===== config.mk =====
export PLATFORM = sky130hd
export DESIGN_NAME = tile_loop_counter
export DESIGN_NICKNAME = d
export VERILOG_FILES = /design/src/rtl/tile_loop_counter.sv
export SDC_FILE = /design/constraint.sdc
export NUM_CORES = 1
export LEC_CHECK = 0
export ABC_AREA = 1
export CAP_MARGIN = 20
export CORE_ASPECT_RATIO = 2
export CORE_UTILIZATION = 52
export DETAILED_ROUTE_END_ITERATION = 7
export PLACE_DENSITY = 0.8
export SLEW_MARGIN = 20
export SYNTH_ARGS = -nofsm -noshare
export SYNTH_HDL_FRONTEND = slang
export SYNTH_SLANG_ARGS = --single-unit

===== constraint.sdc =====
create_clock -name clk -period 1.5 [get_ports clk]
set_input_delay 0.225 -clock clk [delete_from_list [all_inputs] [get_ports clk]]
set_output_delay 0.225 -clock clk [all_outputs]
set_load 0.02 [all_outputs]

===== src/rtl/tile_loop_counter.sv =====
// tile_loop_counter: nested multi-level loop index generator for the systolic array controller.
// Each of LEVELS levels counts 0..bound inclusive and carries into the next level on wrap.
// A start/busy/done handshake frames one full sweep of the loop nest.
// Optional feature: define TILE_LOOP_AUTO_RESTART_EN to repeat the sweep on its final step
// instead of returning to idle.
module tile_loop_counter #(
    parameter int unsigned WIDTH  = 8,
    parameter int unsigned LEVELS = 3
) (
    input  logic                      clk,
    input  logic                      rst_n,
    input  logic [LEVELS*WIDTH-1:0]   cfg_max,
    input  logic                      start,
    input  logic                      clear,
    input  logic                      inc,
    output logic                      busy,
    output logic                      done,
    output logic [LEVELS*WIDTH-1:0]   value,
    output logic [LEVELS-1:0]         is_max,
    output logic                      last
);

    localparam logic StIdle = 1'b0;
    localparam logic StRun  = 1'b1;

    logic                    state_q, state_d;
    logic [LEVELS*WIDTH-1:0] shadow_q, shadow_d;
    logic [LEVELS*WIDTH-1:0] value_q, value_d;
    logic                    done_q, done_d;

    logic [LEVELS-1:0]       at_max;
    logic [LEVELS*WIDTH-1:0] value_step;
    logic                    carry;
    logic                    final_step;

    // Per-level compare of the registered index against the latched bound.
    always_comb begin
        at_max = '0;
        for (int i = 0; i < LEVELS; i++) begin
            at_max[i] = (value_q[i*WIDTH +: WIDTH] == shadow_q[i*WIDTH +: WIDTH]);
        end
    end

    assign busy       = (state_q == StRun);
    assign is_max     = busy ? at_max : '0;
    assign last       = &is_max;
    assign done       = done_q;
    assign value      = value_q;
    assign final_step = busy & inc & last;

    // Ripple carry through the levels: a level advances only if every inner level is at its bound.
    always_comb begin
        value_step = value_q;
        carry      = 1'b1;
        for (int i = 0; i < LEVELS; i++) begin
            if (carry) begin
                if (at_max[i]) begin
                    value_step[i*WIDTH +: WIDTH] = '0;
                end else begin
                    value_step[i*WIDTH +: WIDTH] = value_q[i*WIDTH +: WIDTH] + WIDTH'(1);
                end
            end
            carry = carry & at_max[i];
        end
    end

    // Next-state logic: clear dominates, then start in idle, then stepping in run.
    always_comb begin
        state_d  = state_q;
        shadow_d = shadow_q;
        value_d  = value_q;
        done_d   = 1'b0;
        if (clear) begin
            state_d = StIdle;
            value_d = '0;
        end else if (state_q == StIdle) begin
            if (start) begin
                state_d  = StRun;
                shadow_d = cfg_max;
                value_d  = '0;
            end
        end else if (inc) begin
            if (final_step) begin
                done_d  = 1'b1;
                value_d = '0;
`ifdef TILE_LOOP_AUTO_RESTART_EN
                state_d = StRun;
`else
                state_d = StIdle;
`endif
            end else begin
                value_d = value_step;
            end
        end
    end

    // State registers with asynchronous active-low reset.
    always_ff @(posedge clk or negedge rst_n) begin
        if (!rst_n) begin
            state_q  <= StIdle;
            shadow_q <= '0;
            value_q  <= '0;
            done_q   <= 1'b0;
        end else begin
            state_q  <= state_d;
            shadow_q <= shadow_d;
            value_q  <= value_d;
            done_q   <= done_d;
        end
    end

endmodule


==> results of run 1 <==
timing repair:
item	in CTS	in global routing
pin swaps	17	14
gates cloned	1	0
resized for setup	95	54
endpoints found under the hold margin	50	0
hold buffers	1	0
setup buffers	16	3
endpoints found under the setup margin	52	38
path summary, 6_finish.rpt:
check | startpoint | endpoint | cells after the start | slack [ns]
hold / removal | rst_n | value[9]$_DFFE_PN0P_ | 3 | 0.40
setup reg to reg | value[8]$_DFFE_PN0P_ | value[18]$_DFFE_PN0P_ | 12 | -0.24
hold reg to reg | shadow_q[19]$_DFFE_PN0P_ | shadow_q[19]$_DFFE_PN0P_ | 1 | 0.54
max in group asynchronous | rst_n | value[5]$_DFFE_PN0P_ | 3 | 0.81
setup / recovery | value[8]$_DFFE_PN0P_ | last | 9 | -0.45
min in group clk | cfg_max[0] | shadow_q[0]$_DFFE_PN0P_ | 3 | 0.46
kinds of logic (layout without fill, tap and decap cells):
logic type	Yosys count	after routing
xor gates and xnor gates	19	19
muxes	5	5
DFF	50	50
buffers and inverters	75	230
AOI/OAI and AO/OA	38	38
and+or+nand+nor	229	230
adders and majority gates	3	3
power groups by stage:
stage | Combinational [W] | Clock (W) | Sequential [W]
detailed placement | 0.000944 | 0 | 0.00161
floorplan | 0.000456 | 0 | 0.00161
global placement | 0.000913 | 0 | 0.00160
CTS | 0.00101 | 0.000921 | 0.00159
finish | 0.00110 | 0.000899 | 0.00160
global route | 0.00120 | 0.000963 | 0.00161
registers in the layout, summed over array words and instances (netlist names):
signal    count
busy          1
done          1
shadow_q     24
value        24
through the flow:
step	TNS [ns]	hold WS (ns)	worst slack, ns	instance area [um2]	utilization, %
6_report	-3.875	0.3955	-0.4463	4741	86.70
5_1_grt	-6.332	0.4303	-0.5304	4741	86.70
4_1_cts	-1.638	0.4176	-0.3439	4617	84.44
3_5_place_dp	-4.887	0.2360	-0.4942	4279	78.26
3_3_place_gp	-4.413	0.2399	-0.4853	4279	78.26
2_1_floorplan	-0.04171	-0.07059	-0.04171	3057	-
routing by layer:
metal  global-route usage [%]  share of wire [%]  wire (um)
met5                        0                  0          0
met4                    16.96                4.4        435
met3                    6.118                3.8        374
met2                    63.51                 57       5592
met1                    30.15                 35       3475
area by class of cell:
| cell class | count | area, um2 | share of cell area [%] |
|---|---|---|---|
| Clock inverter | 1 | 8.758 | 0.1847 |
| Timing Repair Buffer | 159 | 1366 | 28.82 |
| Tap cell | 60 | 75.07 | 1.584 |
| Inverter | 63 | 240.2 | 5.067 |
| Multi-Input combinational cell | 295 | 1688 | 35.60 |
| Sequential cell | 50 | 1266 | 26.71 |
| Clock buffer | 7 | 96.34 | 2.032 |
layout by cell type, fill, tap and decap left out, drive strengths merged, types with 9 or more instances in the layout:
master	instances
nand3	29
buf	110
nand2	133
xor2	11
dlygate4sd2	19
clkdlybuf4s50	27
a21oi	22
inv	62
dfrtp	50
nor2	52
o21ai	11
clkbuf	9
nand4	14
critical path, stage by stage, from the launching register on:
cell and delay [ns]:
dfrtp_2 0.41, inv_2 0.06, nand2_2 0.09, nand2_2 0.07, a21oi_2 0.13, nand2_1 0.09, nor2_2 0.16, nand2_2 0.10
nor3_4 0.14, buf_6 0.14
==> flow_summary_export.csv, run 1 <==
group,metric,value,unit
grt,grt_first_pass_wirelength,14930,um
sta,setup_viol,27,
yosys,ys_ff_latch,50,
drt,ant_nets,0,
yosys,synth.most_common_cell,"nand2_1",
yosys,synth-xor-area-share,5.551,%
placed_design,dp.cells,609,
clock_network,htreeDepth,2,
floorplan,die_y,109.4,um
grt,grt_max_degree,51,
clock_network,cts_made_buffers,5,
yosys,yosysWarnings,0,
drt,first_iter_violations,161,
sta,rsz0062_at_grt,"yes",
sta,hold_viol_final,0,
worst_hold_path,hp-class,"input port to asynchronous set/reset pin",
placed_design,port-buffer-count,58,
drt,routedWlPerCell,15.56,um
final_layout,nets,606,
yosys,synthFlopType,"dfrtp_1",
drt,wirelength,9878,um
setup_path,cp-end-kind,"output port",
yosys,synth_area,0.002998,mm2
setup_path,required,1.27,ns
grt,grt_use_total,32.05,%
sta,slew_headroom,80.52,%
yosys,avgSynthCellArea,7.155,um2
sta,period_minus_slack,1.946,ns
sta,skew,0.01819,ns
pwr,total_power,0.003607,W
pwr,p_int,0.002441,W
flow_run,drv_cap,0,
grt,grt_overflow_total,0,
drt,drc,0,
pwr,power_density,760.8,mW/mm2
sta,worst_slew_pin_slew,0.2919,ns
placed_design,hpwl,6180,um
clock_network,cts_tree,"done",
clock_network,insertion_delay,0.33,ns
yosys,async_reset_ff_share,100.0,%
sta,fin_crit_sh,129.8,%
setup_path,cp.arrival,1.72,ns
clock_network,cts_root_buffer,"clkbuf_8",
setup_path,crit_type,"flop to output port",
pwr,peakVddDrop,0.0009788,V
final_layout,num-fill-cells,281,
floorplan,start_util,54.83,%
pwr,pwr-share-seq,44.4,%
yosys,synth_compound_area_share,6.845,%
pwr,power_frac_clock,24.9,%
sta,slew_viol_final,0,
yosys,seq_area_frac_synth,41.74,%
yosys,synthMuxAreaShare,1.878,%
yosys,synth_cell_types,27,
floorplan,ios,59,
drt,via_count,3404,
sta,finalWorstSetupSlack,-0.4463,ns
clock_network,cts_sinks,50,
sta,clock.fmax,513.8,MHz
yosys,syn-num-nets,451,
final_layout,area_growth,58.14,%
pwr,p_sw,0.001166,W
yosys,synth-simple-area-share,32.55,%
outcome,failed_checks,"negative setup slack",
drt,viasPerCell,5.361,
floorplan,num_rows,38,
yosys,synthAdderAreaFrac,1.252,%
setup_path,worst_setup_path_start_kind,"flop",
clock_network,clk_path_buf_depth,2,
pwr,p_leak,2.503,nW
floorplan,core_area,0.005468,mm2
final_layout,final_layout_size_suffix_gt1_share,37.39,%
yosys,synthTopCellsByCount,"126 x nand2_1, 59 x inv_1, 50 x dfrtp_1",
outcome,status,"finished, violations left",
clock_network,clk_pin_slew,0.10,ns
yosys,synth_top_cell_by_area,"dfrtp_1",
floorplan,dieArea,0.006091,mm2
yosys,netlist.area_leader.share,41.74,%
yosys,synth_top_family_by_area,"simple AND/OR/NAND/NOR gates",
grt,grt_pass1_vias,3388,
yosys,synthCells,419,
yosys,synth-edff-count,0,
floorplan,die_width,55.69,um
drt,dr.pass1.iters,4,
pwr,power_frac_comb,30.6,%
placed_design,place.gp.congestion,0.9085,
pwr,p_sw_share,32.34,%
grt,grt_antenna_before_repair,0,
final_layout,antenna_cells,0,
setup_path,crit_fanout,3,
final_layout,final_cells,635,
yosys,synth_area_leaders,"dfrtp_1 42%, nand2_1 16%, inv_1 7.4%",
Note: power is estimated with default switching activity, not from simulation.
==> run 2: changes to the inputs <==
--- a/config.mk
+++ b/config.mk
@@ -7,10 +7,10 @@
 export LEC_CHECK = 0
 export ABC_AREA = 1
 export CAP_MARGIN = 20
-export CORE_ASPECT_RATIO = 2
 export CORE_UTILIZATION = 52
 export DETAILED_ROUTE_END_ITERATION = 7
 export PLACE_DENSITY = 0.8
+export SETUP_SLACK_MARGIN = 0.3
 export SLEW_MARGIN = 20
 export SYNTH_ARGS = -nofsm -noshare
 export SYNTH_HDL_FRONTEND = slang
==> run 2 against run 1 <==
Net effect: the flow now stops in global routing; synthesized cell count did not move; synthesized area did not move.
==> flow_summary_export.csv, run 2 <==
group,metric,value,unit
grt,grt_max_degree,51,
yosys,async_reset_ff_share,100.0,%
clock_network,clk_path_buf_depth,2,
yosys,ys_ff_latch,50,
clock_network,htreeDepth,2,
outcome,status,"aborted with a tool error",
clock_network,cts_sinks,50,
placed_design,preCtsSetupSlack,-0.5497,ns
clock_network,cts_root_buffer,"clkbuf_8",
placed_design,hpwl,6028,um
yosys,netlist.area_leader.share,41.74,%
yosys,synthFlopType,"dfrtp_1",
yosys,synth-edff-count,0,
floorplan,start_util,54.11,%
yosys,synth_area,0.002998,mm2
placed_design,place.gp.congestion,0.8834,
yosys,syn-num-nets,451,
sta,worst_endpoint_kind,"output port",
placed_design,port-buffer-count,58,
yosys,synth.most_common_cell,"nand2_1",
sta,grt_worst_setup_endpoint,"last",
floorplan,ios,59,
yosys,seq_area_frac_synth,41.74,%
yosys,synthCells,419,
placed_design,dpl_cell_area,0.004393,mm2
floorplan,num_rows,27,
outcome,toolErrorMsg,"[ERROR DPL-0038] Utilization greater than 100%, impossible to legalize",
yosys,synth_top_cell_by_area,"dfrtp_1",
yosys,avgSynthCellArea,7.155,um2
clock_network,cts_made_buffers,5,
yosys,synthTopCellsByCount,"126 x nand2_1, 59 x inv_1, 50 x dfrtp_1",
yosys,yosysWarnings,0,
floorplan,die_y,77.93,um
floorplan,die_width,77.93,um
outcome,stop_stage,"global routing",
yosys,synth_cell_types,27,
yosys,synth_area_leaders,"dfrtp_1 42%, nand2_1 16%, inv_1 7.4%",
[run 2: cell counts after synthesis]
Identical to the previous run, type by type.
[run 2: repair_timing]
item / in CTS
gates cloned: 7
hold endpoints to repair: 50
endpoints found under the setup margin: 80
pin swaps: 37
setup buffers: 27
hold buffers: 1
resized for setup: 282
[run 2: cells by family after synthesis]
family | after synthesis | synth area share, %
AND/OR/NAND/NOR | 229 | 32.55
buffers and inverters | 75 | 10.18
flip-flops | 50 | 41.74
AO/OA/AOI/OAI | 38 | 6.845
XOR/XNOR | 19 | 5.551
multiplexers | 5 | 1.878
adder cells (fa/ha/maj) | 3 | 1.252
[run 2: through the flow]
stage,std cells,utilization (%),setup TNS [ns],hold WS (ns)
2_1_floorplan,419,-,-0.04330,-0.07059
3_3_place_gp,619,79.29,-7.078,0.2383
4_1_cts,662,96.07,-1.318,0.4375
3_5_place_dp,619,79.29,-7.819,0.2351
==> run 3: changes to the inputs <==
--- a/config.mk
+++ b/config.mk
@@ -7,10 +7,9 @@
 export LEC_CHECK = 0
 export ABC_AREA = 1
 export CAP_MARGIN = 20
-export CORE_UTILIZATION = 52
+export CORE_UTILIZATION = 40
 export DETAILED_ROUTE_END_ITERATION = 7
-export PLACE_DENSITY = 0.8
-export SETUP_SLACK_MARGIN = 0.3
+export PLACE_DENSITY_LB_ADDON = 0.15
 export SLEW_MARGIN = 20
 export SYNTH_ARGS = -nofsm -noshare
 export SYNTH_HDL_FRONTEND = slang
==> run 3 against run 2 <==
Net effect: the flow now finishes, with violations (negative setup slack).
==> flow_summary_export.csv, run 3 (synthesis gave the netlist of run 1 again) <==
group,metric,value,unit
outcome,status,"finished, violations left",
outcome,failed_checks,"negative setup slack",
placed_design,dpl_cell_area,0.004355,mm2
drt,viasPerCell,4.753,
setup_path,required,1.27,ns
floorplan,ios,59,
pwr,peakVddDrop,0.0003462,V
setup_path,slowest_delay,0.39,ns
drt,dr.pass1.iters,4,
grt,grt_overflow_total,0,
clock_network,clk_path_buf_depth,2,
final_layout,fin_util,66.17,%
final_layout,antenna_cells,0,
final_layout,area_growth,60.10,%
drt,routedWlPerCell,12.36,um
clock_network,cts_tree,"done",
sta,slew_viol_final,0,
grt,grt_pass1_vias,2964,
placed_design,dp.cells,650,
clock_network,insertion_delay,0.30,ns
grt,grt_use_total,21.77,%
drt,first_iter_violations,148,
clock_network,htreeDepth,2,
grt,grt_first_pass_wirelength,13200,um
worst_hold_path,hp-class,"input port to asynchronous set/reset pin",
floorplan,die_y,88.57,um
setup_path,crit_fanout,4,
sta,fin_crit_sh,123.2,%
floorplan,core_area,0.007253,mm2
sta,setup-tns-final,-3.251,ns
sta,setup_viol,22,
setup_path,critPathBufInv,2,
sta,whs,0.4549,ns
sta,slew_headroom,72.29,%
setup_path,path_cells,"inv_1, nand2_1, nand2_1, a21oi_1, nand2_1, nor2_2, nand2_2, nor3_4, buf_6",
pwr,power_density,717.1,mW/mm2
setup_path,worst_setup_path_start_kind,"flop",
final_layout,regArea,0.001266,mm2
final_layout,final_cells,675,
placed_design,place.gp.congestion,0.8540,
sta,hold_viol_final,0,
pwr,p_leak,2.548,nW
final_layout,multi_input_area,0.001725,mm2
flow_run,drv_cap,0,
clock_network,cts_root_buffer,"clkbuf_8",
floorplan,start_util,41.33,%
clock_network,cts_made_buffers,5,
sta,skew,0.003320,ns
grt,grt_antenna_before_repair,0,
drt,drc,0,
floorplan,num_rows,31,
sta,finalWorstSetupSlack,-0.3477,ns
setup_path,crit_top_cell,"nand2_1",
final_layout,nets,608,
setup_path,r2r_start,"value[8]$_DFFE_PN0P_",
setup_path,cp.arrival,1.62,ns
clock_network,clk_pin_slew,0.09,ns
sta,period_minus_slack,1.848,ns
final_layout,fin_area,0.004800,mm2
setup_path,crit_start,"value[8]$_DFFE_PN0P_",
drt,ant_nets,0,
final_layout,final_layout_size_suffix_gt1_share,35.42,%
clock_network,cts_sinks,50,
sta,worst_slew_pin_slew,0.4153,ns
grt,grt_max_degree,51,
setup_path,crit_type,"flop to output port",
final_layout,final_common_cell,"nand2_1",
final_layout,num-fill-cells,640,
sta,clock.fmax,541.2,MHz
setup_path,cp_slowest_cell,"dfrtp_2",
floorplan,dieArea,0.007845,mm2
setup_path,cp-end-kind,"output port",
drt,via_count,3208,
placed_design,port-buffer-count,58,
floorplan,die_width,88.57,um
final_layout,layout_common_cells,"111 x nand2_1, 94 x buf_4, 52 x inv_1",
placed_design,hpwl,5816,um
drt,wirelength,8342,um
setup_path,cpLargestDelayFamily,"simple AND/OR/NAND/NOR gates",
sta,rsz0062_at_grt,"yes",
-- run 3: per-layer routing --
layer	vias to the layer above	share of wire (%)	GRT usage (%)
met5	-	0	0
met4	0	1.0	4.399
met3	11	3.6	4.011
met2	65	51	38.46
met1	1512	45	27.85
li1	1620	-	-
-- run 3: final timing paths --
check                                     endpoint  slack [ns]  depth (start not counted)
setup / recovery                              last       -0.35                          9
max in group asynchronous    value[16]$_DFFE_PN0P_        0.79                          3
hold / removal             shadow_q[0]$_DFFE_PN0P_        0.45                          3
min in group clk           shadow_q[7]$_DFFE_PN0P_        0.49                          3
hold reg to reg            shadow_q[9]$_DFFE_PN0P_        0.54                          2
setup reg to reg             value[16]$_DFFE_PN0P_       -0.26                         13
-- run 3: timing repair --
item / in CTS / in global routing
pin swaps: 17 / 18
cloned: 1 / 1
hold buffers: 1 / 0
setup buffers: 8 / 8
gates resized for setup: 72 / 57
endpoints found under the setup margin: 47 / 30
endpoints found under the hold margin: 50 / 0
-- run 3: layout make-up --
type	instances	area share, %
Inverter	63	4.927
Clock buffer	7	1.799
Sequential cell	50	26.38
Tap cell	99	2.581
Timing Repair Buffer	161	28.36
Multi-Input combinational cell	295	35.95
-- run 3: worst register-to-register path, delay by kind of cell, from the launching register on --
family | cells | cell delay [ns]
AND/OR/NAND/NOR | 8 | 0.66
buffers and inverters | 4 | 0.46
flip-flops | 1 | 0.39
AO/OA/AOI/OAI | 1 | 0.18
-- run 3: report_power, final --
| part | internal (W) | leakage, nW | switching [W] |
|---|---|---|---|
| clock | 0.000367 | 0.0443 | 0.000437 |
| sequential | 0.00149 | 0.605 | 0.0000960 |
| combinational | 0.000515 | 1.90 | 0.000535 |
| total | 0.00237 | 2.55 | 0.00107 |
-- run 3: per-stage QoR --
step | total power (W) | setup WS, ns
floorplan | 0.002067 | -0.04171
global placement | 0.002510 | -0.4693
detailed placement | 0.002532 | -0.4825
CTS | 0.003382 | -0.2843
global route | 0.003653 | -0.4888
finish | 0.003442 | -0.3477
==> run 4: changes to the inputs <==
--- a/config.mk
+++ b/config.mk
@@ -9,6 +9,7 @@
 export CAP_MARGIN = 20
 export CORE_UTILIZATION = 40
 export DETAILED_ROUTE_END_ITERATION = 7
+export GPL_TIMING_DRIVEN = 0
 export PLACE_DENSITY_LB_ADDON = 0.15
 export SLEW_MARGIN = 20
 export SYNTH_ARGS = -nofsm -noshare
==> run 4 against run 3 <==
Net effect: the flow still finishes with violations (negative setup slack); non-clock buffer count shrank 53; clock skew is 0.0050 ns higher; flip-flop and latch count unchanged; highest routed layer unchanged; worst setup slack got worse by 0.061 ns; combinational power fell by 19%; critical path type unchanged; wire length fell by 0.90%; first-iteration DRC count shrank 21%.
==> flow_summary_export.csv, run 4 (synthesis gave the netlist of run 1 again) <==
group,metric,value,unit
drt,first_iter_violations,117,
worst_hold_path,min_path_cells,3,
placed_design,place.gp.congestion,0.8227,
placed_design,hpwl,5294,um
sta,clock.fmax,523.9,MHz
grt,grt_first_pass_wirelength,12770,um
sta,period_minus_slack,1.909,ns
setup_path,crit_type,"flop to output port",
final_layout,area_growth,47.41,%
clock_network,cts_sinks,50,
sta,whs,0.3426,ns
clock_network,cts_made_buffers,5,
pwr,power_frac_clock,24.1,%
floorplan,die_y,88.57,um
drt,dr.pass1.iters,4,
sta,hold_viol_final,0,
drt,viasPerCell,4.815,
clock_network,cts_root_buffer,"clkbuf_8",
setup_path,crit_fanout,3,
placed_design,dpl_cell_area,0.003759,mm2
setup_path,required,1.27,ns
clock_network,clk_path_buf_depth,2,
sta,finalWorstSetupSlack,-0.4087,ns
outcome,failed_checks,"negative setup slack",
setup_path,worst_setup_path_start_kind,"flop",
floorplan,dieArea,0.007845,mm2
pwr,pwr-share-seq,49.5,%
sta,slew_viol_final,0,
drt,drc,0,
clock_network,htreeDepth,2,
final_layout,final_layout_size_suffix_gt1_share,30.15,%
drt,wirelength,8267,um
grt,grt_max_degree,51,
pwr,power_density,729.7,mW/mm2
sta,rsz0062_at_grt,"yes",
flow_run,drv_cap,0,
sta,skew,0.008334,ns
setup_path,cp.arrival,1.68,ns
floorplan,num_rows,31,
outcome,status,"finished, violations left",
grt,grt_use_total,21.30,%
sta,worst_slew_pin_slew,0.6577,ns
grt,grt_overflow_total,0,
placed_design,port-buffer-count,58,
final_layout,layout_common_cells,"103 x nand2_1, 51 x inv_1, 39 x nor2_1",
placed_design,preCtsSetupSlack,-0.7236,ns
clock_network,cts_tree,"done",
pwr,power_frac_comb,26.4,%
drt,via_count,3000,
drt,ant_nets,0,
pwr,peakVddDrop,0.0003712,V
final_layout,antenna_cells,0,
final_layout,regArea,0.001276,mm2
final_layout,fin_util,60.93,%
floorplan,core_area,0.007253,mm2
setup_path,crit_start,"value[12]$_DFFE_PN0P_",
final_layout,fin_area,0.004419,mm2
pwr,p_sw,0.001030,W
floorplan,ios,59,
pwr,p_int,0.002194,W
setup_path,r2r_cells,11,
sta,slew_headroom,56.16,%
floorplan,die_width,88.57,um
sta,fin_crit_sh,127.2,%
pwr,p_sw_share,31.95,%
final_layout,num-fill-cells,685,
worst_hold_path,hp-class,"input port to flop",
pwr,p_leak,2.310,nW
final_layout,final_common_cell,"nand2_1",
final_layout,nets,555,
clock_network,insertion_delay,0.31,ns
drt,routedWlPerCell,13.27,um
final_layout,multi_input_area,0.001719,mm2
setup_path,timing.rr.end,"value[15]$_DFFE_PN0P_",
setup_path,r2r_setup_slack,-0.18,ns
setup_path,r2r_start,"value[6]$_DFFE_PN0P_",
setup_path,crit_path_end,"is_max[1]",
floorplan,start_util,41.33,%
setup_path,cp-end-kind,"output port",
clock_network,clk_pin_slew,0.09,ns
grt,grt_antenna_before_repair,0,
grt,grt_pass1_vias,2746,
sta,setup_viol,29,
run 4: layer usage:
metal | routed length, um | GRT usage, %
met5 | 0 | 0
met4 | 89 | 4.839
met3 | 307 | 3.545
met2 | 4185 | 36.71
met1 | 3684 | 28.04
run 4: cell type report:
type	instances	area share, %
buffer	11	2.095
clock buffer	8	1.812
inverter	63	5.493
multi-input combinational	295	38.90
sequential	50	28.88
tap	99	2.803
timing repair buffer	97	20.02
run 4: worst min-delay path by stage:
stage               slack, ns                       end                     start
global placement         0.51  shadow_q[19]$_DFFE_PN0P_  shadow_q[19]$_DFFE_PN0P_
finish                   0.34            done$_DFF_PN0_                     clear
detailed placement       0.30   shadow_q[9]$_DFFE_PN0P_                     rst_n
global route             0.38            done$_DFF_PN0_                     clear
floorplan               -0.07            busy$_DFF_PN0_                     rst_n
CTS                      0.47   shadow_q[5]$_DFFE_PN0P_                cfg_max[5]
run 4: critical path: stages, from the launching register on:
cell     delay, ns
dfrtp_2       0.42
buf_6         0.13
buf_6         0.11
xnor2_2       0.14
nand3_1       0.10
nor2_1        0.13
nand2_2       0.10
nor2_4        0.13
buf_6         0.12
run 4: power by group through the flow:
stage / Sequential, W / Combinational [W] / Clock, W
detailed placement: 0.00162 / 0.000710 / 0
global placement: 0.00161 / 0.000695 / 0
global route: 0.00161 / 0.000944 / 0.000858
CTS: 0.00159 / 0.000775 / 0.000803
floorplan: 0.00161 / 0.000456 / 0
finish: 0.00160 / 0.000852 / 0.000777
run 4: per-stage QoR:
step | power (W) | cells | TNS (ns)
4_1_cts | 0.003163 | 610 | -5.553
6_report | 0.003225 | 623 | -4.510
2_1_floorplan | 0.002067 | 419 | -0.04171
3_5_place_dp | 0.002325 | 576 | -26.35
3_3_place_gp | 0.002309 | 576 | -98.83
5_1_grt | 0.003417 | 623 | -7.262
run 4: what timing repair did:
action / in CTS / in global routing
endpoints found under the hold margin: 50 / 0
resized for setup: 86 / 61
setup buffers: 23 / 18
gates cloned: 2 / 0
hold buffers: 1 / 0
pin swaps: 11 / 20
setup endpoints to repair: 78 / 41
